### src/rtl/tt_um_mult_ctrl.sv
// Sequencing controller for a two-element-per-beat matrix-vector MAC datapath.
// Clears accumulators, steps input beats, then drains output rows one by one.
module tt_um_mult_ctrl #(
   parameter int unsigned MaxInLen  = 16,
   parameter int unsigned MaxOutLen = 8
) (
   input  logic       clk,
   input  logic       rst,
   input  logic       start,
   input  logic       abort,
   input  logic [4:0] cfg_in_len,
   input  logic [3:0] cfg_out_len,
   input  logic       vec_valid,
   output logic       vec_ready,
   output logic       mac_clr,
   output logic       mac_en,
   output logic [3:0] mac_row,
   output logic       out_valid,
   input  logic       out_ready,
   output logic [2:0] out_sel,
   output logic       busy,
   output logic       done
);

   localparam int unsigned MaxBeats = MaxInLen / 2;
   localparam int unsigned BeatW    = $clog2(MaxBeats + 1);
   localparam int unsigned RowW     = $clog2(MaxOutLen + 1);

   typedef enum logic [2:0] {
      IDLE,
      CLEAR,
      ACCUM,
      DRAIN,
      DONE
   } state_e;

   state_e            state_q;
   logic [BeatW-1:0]  beat_q;
   logic [BeatW-1:0]  beats_q;
   logic [RowW-1:0]   row_q;
   logic [RowW-1:0]   rows_q;

   logic [5:0]        half_len;
   logic [BeatW-1:0]  beats_cfg;
   logic [RowW-1:0]   rows_cfg;

   // Clamp the requested lengths so the counters' terminal counts stay in range.
   assign half_len = (6'(cfg_in_len) + 6'd1) >> 1;

   always_comb begin
      beats_cfg = BeatW'(half_len);
      if (half_len == 6'd0) begin
         beats_cfg = BeatW'(1);
      end else if (half_len > 6'(MaxBeats)) begin
         beats_cfg = BeatW'(MaxBeats);
      end

      rows_cfg = RowW'(cfg_out_len);
      if (cfg_out_len == 4'd0) begin
         rows_cfg = RowW'(1);
      end else if (5'(cfg_out_len) > 5'(MaxOutLen)) begin
         rows_cfg = RowW'(MaxOutLen);
      end
   end

   always_ff @(posedge clk or posedge rst) begin
      if (rst) begin
         state_q <= IDLE;
         beat_q  <= '0;
         row_q   <= '0;
         beats_q <= BeatW'(1);
         rows_q  <= RowW'(1);
      end else if (abort) begin
         state_q <= IDLE;
         beat_q  <= '0;
         row_q   <= '0;
      end else begin
         case (state_q)
            IDLE: begin
               if (start) begin
                  beats_q <= beats_cfg;
                  rows_q  <= rows_cfg;
                  state_q <= CLEAR;
               end
            end
            CLEAR: begin
               beat_q  <= '0;
               row_q   <= '0;
               state_q <= ACCUM;
            end
            ACCUM: begin
               if (vec_valid) begin
                  if (beat_q == beats_q - BeatW'(1)) begin
                     beat_q  <= '0;
                     state_q <= DRAIN;
                  end else begin
                     beat_q <= beat_q + BeatW'(1);
                  end
               end
            end
            DRAIN: begin
               if (out_ready) begin
                  if (row_q == rows_q - RowW'(1)) begin
                     row_q   <= '0;
                     state_q <= DONE;
                  end else begin
                     row_q <= row_q + RowW'(1);
                  end
               end
            end
            DONE: begin
               state_q <= IDLE;
            end
            default: begin
               state_q <= IDLE;
            end
         endcase
      end
   end

   // Outputs decode the state register; abort masks the action strobes in its cycle.
   assign vec_ready = (state_q == ACCUM);
   assign mac_en    = vec_valid & vec_ready & ~abort;
   assign mac_clr   = (state_q == CLEAR) & ~abort;
   assign done      = (state_q == DONE) & ~abort;
   assign out_valid = (state_q == DRAIN);
   assign busy      = (state_q != IDLE);
   assign mac_row   = 4'({beat_q, 1'b0});
   assign out_sel   = 3'(row_q);

endmodule

### config.mk
export PLATFORM = sky130hd
export DESIGN_NAME = tt_um_mult_ctrl
export DESIGN_NICKNAME = d
export VERILOG_FILES = /design/src/rtl/tt_um_mult_ctrl.sv
export SDC_FILE = /design/constraint.sdc
export NUM_CORES = 1
export LEC_CHECK = 0
export CORE_UTILIZATION = 51
export DETAILED_ROUTE_END_ITERATION = 16
export GPL_TIMING_DRIVEN = 0
export PLACE_DENSITY_LB_ADDON = 0.1
export SLEW_MARGIN = 0
export SYNTH_ARGS = -nofsm -noshare
export SYNTH_HDL_FRONTEND = slang
export SYNTH_SLANG_ARGS = --single-unit
### constraint.sdc
create_clock -name clk -period 2.4 [get_ports clk]
set_input_delay 0.24 -clock clk [delete_from_list [all_inputs] [get_ports clk]]
set_output_delay 0.24 -clock clk [all_outputs]
set_load 0.005 [all_outputs]
* Yosys cells after proc, flatten, opt, wreduce, memory -nomap -nowiden
Index checks and enable logic that the tools add are counted.
** Storage, ports and cells
- Register bits after elaboration :: 19
- Input bits :: 15
** Cells by class
- Bitwise logic cells :: 5
- Order comparisons :: 2
- Eq/ne operators :: 11
- $add $sub $neg :: 5
- Mux-type cells :: 19
- Reductions and logical operators :: 10
** Operators by type and width (number)
- two-way mux 4 bit :: 10
- two-way mux 3 bit :: 6
- one-hot mux 4 bit (2 select lines) :: 2
- one-hot mux 3 bit (4 select lines) :: 1
- inequality test 3 x 2 -> 1 bit, second input constant :: 3
- nonzero test 3 bit :: 3
- adder 4 x 1 -> 4 bit, second input constant :: 2
- equality test 4 bit :: 2
- subtractor 4 x 1 -> 4 bit, second input constant :: 2
- adder 5 x 1 -> 6 bit, second input constant :: 1
- equality test 3 x 2 -> 1 bit, second input constant :: 2
- logical NOT 6 bit :: 1
- inequality test 3 bit, second input constant :: 2
- greater-than comparator 5 x 4 -> 1 bit, second input constant :: 1
- AND reduction 5 bit :: 1
- AND 1 bit :: 4
- greater-than comparator 4 bit, second input constant :: 1
- logical NOT 4 bit :: 1
- AND reduction 2 bit :: 2
- equality test 3 x 1 -> 1 bit, second input constant :: 1
- equality test 3 bit, second input constant :: 1
- logical NOT 3 bit :: 1
- AND reduction 3 bit :: 1
- NOT 1 bit :: 1

* Depth between registers and ports, before layout
Gate-level depths: netlist of the first run.
- Depth in word-level cells :: 6
- Mapped depth :: 7
- Depth with buffers taken out :: 7

* Least setup slack after synthesis of the first run
OpenSTA, ideal clock, no wires.
- Kind :: register to register
- Start point :: reg beats_q[0]
- End point :: reg beat_q[3]
- Setup slack :: 639 ps
- Required time :: 2274 ps
- Path buffers :: 0
- Period minus slack after synthesis :: 1761 ps
- Library setup time :: 126 ps
- Arrival time :: 1635 ps
- Cell stages (with the launch flop) :: 8
- Cell sequence :: dfstp_2 > inv_1 > ha_1 > xnor2_1 > xnor2_1 > o311a_2 > a21oi_2 > o22ai_1
** On the way
- Cells in the longest elaborated chain, start to end :: 6
** RTL lines
- start, declared :: RTL line 39 : logic [BeatW-1:0] beats_q;
- start signal, assigned :: RTL line 71 : beats_q <= BeatW'(1);
- start signal, assigned :: RTL line 81 : beats_q <= beats_cfg;
- subtractor 4 x 1 -> 4 bit :: RTL line 93 : if (beat_q == beats_q - BeatW'(1)) begin
- equality test 4 bit :: RTL line 93
- two-way mux 4 bit :: RTL line 93
- two-way mux 4 bit :: RTL line 92 : if (vec_valid) begin
- one-hot mux 4 bit (2 select lines) :: RTL line 78 : case (state_q)
- two-way mux 4 bit :: RTL line 73 : end else if (abort) begin
- end signal, assigned :: RTL line 97 : beat_q <= beat_q + BeatW'(1);
- end, declared :: RTL line 38 : logic [BeatW-1:0] beat_q;
Every way passes these cells. The select of a mux whose other input is x is not followed.
A chain may end at the register's enable or synchronous reset.

* Final worst setup path of the first run
- Start point :: reg state_q[2]
- End point :: out mac_en
** On the way
- Cells in the longest elaborated chain, start to end :: 3
** RTL lines
- start, declared :: RTL line 37 : state_e state_q;
- start signal, assigned :: RTL line 68 : state_q <= IDLE;
- start signal, assigned :: RTL line 74 : state_q <= IDLE;
- start signal, assigned :: RTL line 83 : state_q <= CLEAR;
- equality test 3 x 2 -> 1 bit :: RTL line 122 : assign vec_ready = (state_q == ACCUM);
- AND 1 bit (2 in series) :: RTL line 123 : assign mac_en = vec_valid & vec_ready & ~abort;
- end, declared :: RTL line 16 : output logic mac_en,
Every way passes these cells.

==> results of run 1 <==
worst max-delay path: stages, from the launching register on:
cell and delay (ns):
dfrtp_1 0.39, clkbuf_8 0.16, nor3_1 0.30, and3_1 0.21
clkdlybuf4s50_1 0.49
placed cells by master (no fill, tap or decap), types with 2 or more instances in the layout:
cell type	count
buf_2	2
dfstp_2	2
nand2b_1	7
mux2_2	3
clkdlybuf4s50_1	23
nor2_1	9
xnor2_1	9
a31oi_1	3
clkbuf_4	3
nand3_1	8
nor3_2	3
dfrtp_1	17
o21ai_0	10
nor3_1	5
xor2_1	5
buf_4	9
inv_1	8
clkbuf_8	3
or3_1	3
ha_1	5
a21oi_1	3
nand2_1	18
and3_1	3
o31ai_1	2
a21o_1	3
cells in the mapped netlist (2+ instances only):
master     n
nand2_1   18
or3_1      3
a21o_1     3
xor2_1     5
o21ai_0   10
nor3_1     5
nand3_1    8
a21oi_1    3
nor2_1     9
buf_2      2
nor3_2     3
a31oi_1    3
and3_1     3
buf_4      9
dfrtp_1   17
inv_1      8
clkbuf_8   3
xnor2_1    9
o31ai_1    2
dfstp_2    2
ha_1       5
mux2_2     3
nand2b_1   7
per-layer routing:
| layer | vias to the layer above | GRT usage | wire, um | share of wire |
|---|---|---|---|---|
| met4 | 0 | 0.0875 | 29 | 0.011 |
| li1 | 611 | - | - | - |
| met5 | - | 0 | 0 | 0 |
| met3 | 4 | 0.0328 | 110 | 0.042 |
| met2 | 27 | 0.355 | 1250 | 0.47 |
| met1 | 544 | 0.246 | 1240 | 0.47 |
registers in the layout, summed over array words and instances (netlist names):
| signal | count |
|---|---|
| beat_q | 4 |
| beats_q | 4 |
| row_q | 4 |
| state_q | 3 |
| rows_q | 4 |
cell type report:
class | instances | area [sq um] | area share
multi-input combinational | 119 | 790 | 0.457
sequential | 19 | 478 | 0.277
timing repair buffer | 23 | 230 | 0.133
buffer | 16 | 134 | 0.0775
tap | 30 | 37.5 | 0.0217
inverter | 8 | 30.0 | 0.0174
clock buffer | 3 | 22.5 | 0.0130
clock inverter | 1 | 5.00 | 0.00290
path summary, 6_finish.rpt:
kind                         endpoint
max                            mac_en
min                        state_q[1]
max reg2reg                  row_q[2]
min reg2reg                 rows_q[0]
max in group asynchronous   beat_q[1]
min in group asynchronous  state_q[1]
report_power, final:
| part | internal [uW] | switching (uW) |
|---|---|---|
| Sequential | 363 | 36.6 |
| Clock | 62.1 | 101 |
| Combinational | 167 | 159 |
| Total | 591 | 297 |
kinds of logic after synthesis:
logic type	synth area share
adders and majority gates	0.0437
other	0.00262
DFF	0.334
and+or+nand+nor	0.226
xor gates and xnor gates	0.0857
buffers and inverters	0.115
muxes	0.0236
AOI/OAI and AO/OA	0.170
stage by stage:
stage	instance area [sq um]	std cells	total power [uW]	setup WS, ns
global placement	1700	215	720	0.349
finish	1730	219	888	0.308
CTS	1730	219	898	0.285
global route	1730	219	956	0.204
floorplan	1430	162	652	0.639
detailed placement	1700	215	735	0.251
==> impl_metrics.ini, run 1 <==
[sta]
hold_viol_final = 0
fmax_mhz = 478
finalSetupViolCount = 0
rsz0062_at_grt = false
drv_slew = 0
maxSlewHeadroom = 0.523
finalCritPeriodShare = 0.871
fin_skew_ns = 0.00601
worst_pin_slew_ns = 0.714
holdWs_ns = 0.247
setup-tns-final_ns = 0
min_period_ns = 2.09

[clock_network]
cts.repair.resized = 0
cts.sinks = 19
h-tree-depth = 1
holdBufCountCts = 0
cts_setup_buffers = 0
cts_max_path_buffers = 2
cts_tree = done
clk_transition_reported_paths_ns = 0.11
clk_latency_ns = 0.30
cts_buffers = 3
cts-root-buf = clkbuf_4

[yosys]
ys_warn_count = 0
synth_edf_count = 0
syn_area_per_cell_sq_um = 8.84
synthArstFlopShare = 1.00
yosys-top-cells-area = dfrtp_1 30%, xnor2_1 5.5%, buf_4 4.7%, nand2_1 4.7%, ha_1 4.4%
synth.cell_area_sq_um = 1430
syn_inst = 162
ys_seq_area_frac = 0.334
synthesis.nets = 182
ys_ff_latch = 19
synth_top_area_share = 0.297
synth_ff_type = dfrtp_1
synth_area_leader_cell = dfrtp_1
synth.distinct_cells = 45

[setup_path]
crit_path_max_fanout = 10
crit_start = state_q[2]
reg2reg_setup_slack_ns = 0.50
worstSetupPathType = flip-flop to output port
worst-endpoint-arrival_ns = 1.85
worst_setup_path_start_kind = flip-flop
r2r_start = rows_q[0]
endpoint_kind = output port
required_ns = 2.16
r2r_cells = 7

[global_route]
grt_first_pass_wirelength_um = 4410
antenna_found_initial = 0
grt_start_max_net_pins = 20
grt_overflow = 0
first_global_vias = 1078
grt_use_total = 0.204

[route]
drt_iter0_drc = 15
ant_nets = 0
wirelength_um = 2630
drc = 0
via_per_inst = 5.42
wire_per_inst_um = 12.0
route.vias.total = 1186
first_pass_iters = 4

[layout]
final.fill_count = 234
final_layout_size_suffix_gt1_frac = 0.169
syn2layout_area_growth_pct = 20.6
nets = 210
utilization = 0.673
diodes = 0

[placement]
place.gp.congestion = 0.789
portBuffers = 23
dpl.hpwl_um = 2120

[die]
fp-row-count = 18
fp.coreArea_sq_um = 2570
die_area_sq_um = 3020
pin_count = 28
initial_core_util = 0.558
die_width_um = 55.0
die_h_um = 55.0

[status]
status = completed

[run]
drv_cap = 0

[pwr]
power.density_nw_per_um2 = 514
p_leak_uw = 0.000748
peakVddDrop_mv = 0.462

[min_path]
hold_class = input port to flip-flop
hold_path_depth = 3
min_from = abort
Note: power is estimated with default switching activity, not from simulation.
==> inputs of run 2 (changes only) <==
--- a/config.mk
+++ b/config.mk
@@ -5,11 +5,12 @@
 export SDC_FILE = /design/constraint.sdc
 export NUM_CORES = 1
 export LEC_CHECK = 0
-export CORE_UTILIZATION = 51
+export ABC_AREA = 1
+export CORE_UTILIZATION = 47
 export DETAILED_ROUTE_END_ITERATION = 16
 export GPL_TIMING_DRIVEN = 0
 export PLACE_DENSITY_LB_ADDON = 0.1
-export SLEW_MARGIN = 0
+export SLEW_MARGIN = 10
 export SYNTH_ARGS = -nofsm -noshare
 export SYNTH_HDL_FRONTEND = slang
 export SYNTH_SLANG_ARGS = --single-unit
==> run 2 against run 1 <==
Net effect:
- via count rose by 10%
- die area rose by 6.7%
- maximum frequency rose by 8.5%
- worst hold slack improved by 0.017 ns
- cell area did not move
- critical path type unchanged
- highest routed layer unchanged
- global-route usage fell by 0.66 points
- clock-buffer cell count rose by 1
- the flow now finishes with violations (design-rule violations)
- clock skew fell by 0.00071 ns
==> impl_metrics.ini, run 2 <==
[yosys]
synth_ff_type = dfrtp_1
syn_area_per_cell_sq_um = 6.85
synth_top_area_share = 0.301
synth_edf_count = 0
synth_area_leader_cell = dfrtp_1
synth.cell_area_sq_um = 1410
syn_inst = 206
ys_ff_latch = 19
yosysMostFrequentCell = nand2_1
synth_common_cells = 54 x nand2_1, 35 x inv_1, 19 x nor2_1
yosys-top-cells-area = dfrtp_1 30%, nand2_1 14%, inv_1 9.3%, nand3_1 5.7%, nor2_1 5.1%
synthesis.nets = 226
synth.distinct_cells = 28
synthArstFlopShare = 1.00
ys_warn_count = 0
ys_seq_area_frac = 0.339

[setup_path]
crit_path_max_fanout = 5
worst_setup_path_start_kind = flip-flop
worst-endpoint-arrival_ns = 1.69
slowest_stage = clkdlybuf4s50_1
critical-path-top-delay-family = buffers and inverters
worstSetupPathType = flip-flop to output port
slowest_delay_ns = 0.52
cp_cell_sequence = nor2_2 > nand2_2 > nor3_1 > clkdlybuf4s50_1
required_ns = 2.16
endpoint_kind = output port
path_buf_inv = 1

[clock_network]
cts_max_path_buffers = 2
cts.repair.resized = 0
holdBufCountCts = 0
clk_latency_ns = 0.29
cts_buffers = 3
clk_transition_reported_paths_ns = 0.11
cts_setup_buffers = 0
h-tree-depth = 1
cts.sinks = 19
cts-root-buf = clkbuf_4
cts_tree = done

[sta]
fmax_mhz = 519
min_period_ns = 1.93
holdWs_ns = 0.264
worst_pin_slew_ns = 0.741
finalSetupViolCount = 0
hold_viol_final = 0
maxSlewHeadroom = 0.505
finalCritPeriodShare = 0.803
fin_skew_ns = 0.00530
rsz0062_at_grt = false
setup-tns-final_ns = 0
drv_slew = 0

[pwr]
power.density_nw_per_um2 = 851
peakVddDrop_mv = 0.517
p_total_uw = 1470
p_leak_uw = 0.000903

[route]
first_pass_iters = 10
wirelength_um = 2800
route.vias.total = 1310
wire_per_inst_um = 10.5
drt_iter0_drc = 43
drc = 2
via_per_inst = 4.92
ant_nets = 0

[global_route]
antenna_found_initial = 0
grt_first_pass_wirelength_um = 4970
grt_start_max_net_pins = 20
grt_use_total = 0.197
grt_overflow = 0
first_global_vias = 1307

[min_path]
hold_class = input port to flip-flop

[layout]
fin_area_sq_um = 1730
nets = 256
final_cell_mix = 54 x nand2_1, 35 x inv_1, 25 x clkdlybuf4s50_1
final_common_cell = nand2_1
diodes = 0
final_layout_size_suffix_gt1_frac = 0.115
stdcell_count = 266
final.fill_count = 274
syn2layout_area_growth_pct = 22.3

[placement]
dp.cells = 262
place.gp.congestion = 0.778
dpl.hpwl_um = 2250
portBuffers = 25
dpl_cell_area_sq_um = 1700

[die]
die_width_um = 56.8
die_area_sq_um = 3230
initial_core_util = 0.503
die_h_um = 56.8
fp-row-count = 19
pin_count = 28
fp.coreArea_sq_um = 2810

[run]
drv_cap = 0

[status]
status = finished, violations left
violations = design-rule violations
run 2: worst paths after layout:
kind / startpoint / endpoint / slack, ns / cells after the start
worst min register to register: beats_q[0] / beats_q[0] / 0.55 / 2
worst max-delay path: state_q[0] / mac_en / 0.47 / 4
min in group asynchronous: rst / beats_q[1] / 0.36 / 2
worst min-delay path: abort / state_q[2] / 0.26 / 4
worst max register to register: rows_q[0] / row_q[3] / 0.52 / 12
max in group asynchronous: rst / row_q[3] / 1.58 / 2
run 2: power breakdown:
| part | internal (uW) | switching [uW] | total, uW |
|---|---|---|---|
| Clock | 64.6 | 101 | 166 |
| Combinational | 352 | 454 | 806 |
| Sequential | 420 | 76.9 | 497 |
run 2: layout make-up:
| type | count | area [sq um] | area share |
|---|---|---|---|
| Inverter | 38 | 144 | 0.0833 |
| Buffer | 8 | 63.8 | 0.0370 |
| Sequential cell | 19 | 478 | 0.277 |
| Timing Repair Buffer | 25 | 250 | 0.145 |
| Tap cell | 31 | 38.8 | 0.0225 |
| Clock buffer | 4 | 26.3 | 0.0152 |
| Multi-Input combinational cell | 141 | 726 | 0.420 |
run 2: cells by family after synthesis:
family | count (synthesis) | share of synthesized area
adder cells (fa/ha/maj) | 5 | 0.0443
AO/OA/AOI/OAI | 19 | 0.0745
other | 1 | 0.00266
buffers and inverters | 46 | 0.147
flip-flops | 19 | 0.339
XOR/XNOR | 8 | 0.0496
AND/OR/NAND/NOR | 108 | 0.343
run 2: worst register-to-register path: stages (launching register included):
cell and delay, ns:
dfstp_2 0.56, inv_1 0.08, ha_1 0.32, nand2_1 0.06
inv_1 0.04, nor2_1 0.07, nand2_1 0.05, nor2_1 0.11
nand2_1 0.06, nand2_1 0.15, inv_1 0.08, nor2_1 0.14
nor2_1 0.07
run 2: per-stage QoR:
step / utilization / setup WS (ns)
CTS: 0.616 / 0.464
detailed placement: 0.606 / 0.544
finish: 0.616 / 0.472
global route: 0.616 / 0.322
global placement: 0.606 / 0.535
floorplan: - / 0.722
run 2: layer usage:
metal | wire [um] | track usage | vias to the layer above | part of all wire
li1 | - | - | 689 | -
met1 | 1220 | 0.216 | 600 | 0.44
met2 | 1480 | 0.378 | 19 | 0.53
met3 | 89 | 0.0369 | 2 | 0.032
met4 | 18 | 0.0627 | 0 | 0.0064
met5 | 0 | 0 | - | 0
==> variant 1 (config.mk and constraints of run 1) <==
Change the parameter `MaxOutLen` from 8 to 4.
--- a/src/rtl/tt_um_mult_ctrl.sv
+++ b/src/rtl/tt_um_mult_ctrl.sv
@@ -3,5 +3,5 @@
 module tt_um_mult_ctrl #(
    parameter int unsigned MaxInLen  = 16,
-   parameter int unsigned MaxOutLen = 8
+   parameter int unsigned MaxOutLen = 4
 ) (
    input  logic       clk,
Formal check against the unedited RTL: not equivalent (a bounded check fails within 10 cycles, from zero or initial values and one cycle with rst high).
==> variant 1 against run 1 <==
Synthesized area fell by 9.5%; die area decreased by 9.2%; non-clock buffer count down 4; wire length fell by 3.0%; critical path depth did not move; design area shrank 6.3%; synthesized cell count is 12% lower; sequential cell count is 2 lower; setup slack worse by 0.12 ns; critical path type unchanged; highest routed layer unchanged.
Power is not compared: it rests on default switching activity, and its combinational part moved more than twofold at a synthesized area within 25%.
==> variant 1: results (changes against run 1) <==
- Met3 wire length: 111 microns (was 110 microns)
- DRT Wirelength: 2.548 mm (was 2.626 mm)
- Setup WS pre-CTS: 0.3790 ns (was 0.2514 ns)
- Crit path largest cell delay: 0.51 ns (was 0.49 ns)
- Post-Syn Nets: 162 (was 182)
- Status: finished clean (unchanged)
- Drt wl/cell: 12.74 microns (was 11.99 microns)
- Global Route Usage Sum: 21.50% (was 20.36%)
- Max-slew headroom: 56.89% (was 52.32%)
- FF/Latch Area: 427.9 sq um (was 478.0 sq um)
- Pre-antenna DRT Iters: 6 (was 4)
- Non-clock buffer share: 20.03% (was 21.09%)
- Largest net degree at the start of global routing: 18 (was 20)
- Routed length on met1: 1.158 mm (was 1.238 mm)
- XOR/XNOR Fraction of Synth Area: 8.309% (was 8.566%)
- Vias: 1117 (was 1186)
- Multi-input gate share of total cell area: 46.64% (was 45.72%)
- Slowest cell on crit path: dfrtp_1 (was clkdlybuf4s50_1)
- Dpl cells: 196 (was 215)
- First-pass GRT wire length: 4.326 mm (was 4.409 mm)
- Compound-Gate Fraction of Synth Area: 20.19% (was 17.05%)
- Multi-input gates: 103 (was 119)
- Layout cell share with drive strength beyond 1: 13.95% (was 16.93%)
- Multiplexer area fraction after synthesis: 1.643% (was 2.360%)
- Most common library cells after synthesis: 15 x dfrtp_1, 15 x nand2_1, 13 x inv_1, 10 x nand3_1, 8 x o21ai_0 (was 18 x nand2_1, 17 x dfrtp_1, 10 x o21ai_0)
- Layout fillers: 209 (was 234)
- Met1 Use GR: 27.92% (was 24.57%)
- Register area share after synthesis: 33.04% (was 33.39%)
- WP data arrival: 1.97 ns (was 1.85 ns)
## variant 1: cell types whose count changed in the layout (fill, tap and decap cells not counted), sizes merged, moves of 4 or more
cell	delta
clkbuf	-4
xnor2	-6
nor3	-5
nor2	-7
inv	+5
## variant 1: worst paths after layout
check / startpoint / to / slack (ns) / cells after the start
worst min register to register: rows_q[0] / rows_q[0] / 0.49 / 2
min in group clk: rows_q[0] / rows_q[0] / 0.49 / 2
worst max-delay path: state_q[0] / mac_en / 0.19 / 4
max in group asynchronous: rst / beat_q[2] / 1.66 / 2
worst min-delay path: rst / rows_q[1] / 0.32 / 2
worst max register to register: rows_q[0] / state_q[0] / 0.48 / 6
## variant 1: power groups by stage
stage | logic (mW) | registers [mW] | clock network [mW]
2_1_floorplan | 0.522 | 0.457 | 0
3_3_place_gp | 0.677 | 0.471 | 0
3_5_place_dp | 0.703 | 0.476 | 0
4_1_cts | 0.708 | 0.471 | 0.164
5_1_grt | 0.782 | 0.485 | 0.174
6_report | 0.703 | 0.471 | 0.156
==> variant 2 (config.mk and constraints of run 1) <==
Made on the original files. Encoding of `state_e`: now Gray code (3 bits for 5 states).
--- a/src/rtl/tt_um_mult_ctrl.sv
+++ b/src/rtl/tt_um_mult_ctrl.sv
@@ -28,9 +28,9 @@
 
    typedef enum logic [2:0] {
-      IDLE,
-      CLEAR,
-      ACCUM,
-      DRAIN,
-      DONE
+      IDLE  = 3'b000,
+      CLEAR = 3'b001,
+      ACCUM = 3'b011,
+      DRAIN = 3'b010,
+      DONE  = 3'b110
    } state_e;
 
Function: same outputs for any inputs over 10 cycles, from zero or initial values and one cycle with rst high; not proved beyond that.
==> variant 2 against run 1 <==
Synthesized area is 9.6% lower; sequential power is 2% lower; wire length is 6.6% lower; design area is 8.1% lower; die area is 9.3% lower; total power is 8.8% lower; setup slack better by 0.044 ns; non-clock buffer count is 4 lower; clock skew is 0.0024 ns higher; sequential cell count stayed put; critical path type is now reg2reg; critical endpoint is now row_q[2]; largest cell class unchanged; highest routed layer unchanged.
==> variant 2: results (changes against run 1) <==
- Status: finished clean (unchanged)
- Critical-path maximum fanout: 5 (was 10)
- Power Dens Cells: 510.4 nW/um^2 (was 514.3 nW/um^2)
- Placer Congestion: 0.7720 (was 0.7891)
- Layout fillers: 205 (was 234)
- Hpwl dp: 1.956 mm (was 2.115 mm)
- First-pass GRT wire length: 4.195 mm (was 4.409 mm)
- Pleak: 0.6555 nW (was 0.7476 nW)
- Register area share after synthesis: 36.94% (was 33.39%)
- Clock-pin slew on the worst setup and hold paths: 0.12 ns
- Mapped Cells: 152 (was 162)
- Crit path largest cell delay: 0.58 ns (was 0.49 ns)
- Clock buffer count: 3 (unchanged)
- Dpl cells: 203 (was 215)
- Hold_sp: abort (unchanged)
- Setup WS pre-CTS: 0.4018 ns (was 0.2514 ns)
- Multi-input gates: 112 (was 119)
- I/O Buffers: 23 (unchanged)
- Dpl cell area: 1559 sq um (was 1699 sq um)
- Clk root buf: clkbuf_4 (unchanged)
- Layout cell share with drive strength beyond 1: 10.61% (was 16.93%)
- Non-clock buffer share: 19.09% (was 21.09%)
- Post-Syn Nets: 172 (was 182)
- P_seq: 0.393 mW (was 0.399 mW)
- Pre-antenna DRT Iters: 4 (unchanged)
- Hold WS: 0.3144 ns (was 0.2473 ns)
- Clk tree area frac: 1.735% (was 1.594%)
- Global Route Usage Sum: 20.71% (was 20.36%)
- Top cells by area, synth: dfrtp_1 33%, nand2_1 6.1%, ha_1 4.8% (was dfrtp_1 30%, xnor2_1 5.5%, buf_4 4.7%)
- Logic inverters: 9 (was 8)
- Skew final: 0.008411 ns (was 0.006011 ns)
- Delay-heaviest family, CP: flip-flops (was buffers and inverters)
- Non-clock buffer count: 35 (was 39)
- Yosys Warn Count: 0 (unchanged)
- Final period util: 85.32% (was 87.15%)
- FFs & Latches: 19 (unchanged)
- Combinational share of power: 31.1% (was 36.7%)
- Hold path depth: 2 (was 3)
- Critical path capture point: row_q[2] (was mac_en)
- Via/cell ratio: 5.353 (was 5.416)
- Crit path kind: reg2reg (was reg2out)
- FF-to-FF setup slack: 0.35 ns (was 0.50 ns)
- Distinct cell type count after synthesis: 41 (was 45)
- Max-slew headroom: 52.43% (was 52.32%)
- Drt wl/cell: 11.85 microns (was 11.99 microns)
- Sw power: 0.2571 mW (was 0.2965 mW)
- DRT Wirelength: 2.452 mm (was 2.626 mm)
- Reg-to-reg startpoint: rows_q[0] (unchanged)
- DRT iter0 DRCs: 11 (was 15)
- Fraction of area in registers: 30.13% (was 27.68%)
- Slowest cell on crit path: dfstp_2 (was clkdlybuf4s50_1)
- Multi-input gate share of total cell area: 44.72% (was 45.72%)
- Vias in the first global route: 1031 (was 1078)
- Max IR drop VDD: 0.3673 mV (was 0.4619 mV)
- Most common library cells after synthesis: 21 x nand2_1, 17 x dfrtp_1, 10 x nor2_1 (was 18 x nand2_1, 17 x dfrtp_1, 10 x o21ai_0)
- Hold WC Path Type: in2reg (unchanged)
- Cells resized by post-CTS repair: 0 (unchanged)
- Hold EP: state_q[1] (unchanged)
==> variant 2: cells by family after synthesis <==
| logic type | count (synthesis) | share of synthesized area (%) |
|---|---|---|
| flip-flops | 19 | 36.94 |
| multiplexers | 2 | 1.644 |
| XOR/XNOR | 11 | 9.188 |
| AO/OA/AOI/OAI | 32 | 16.34 |
| AND/OR/NAND/NOR | 61 | 22.54 |
| other | 1 | 0.2899 |
| adder cells (fa/ha/maj) | 5 | 4.836 |
| buffers and inverters | 21 | 8.220 |
==> variant 2: layer usage <==
| metal | GRT usage (%) | up-vias | part of all wire [%] |
|---|---|---|---|
| met2 | 36.29 | 26 | 49 |
| li1 | - | 575 | - |
| met5 | 0 | - | 0 |
| met3 | 2.609 | 4 | 3.7 |
| met1 | 26.15 | 503 | 46 |
| met4 | 6.579 | 0 | 1.2 |
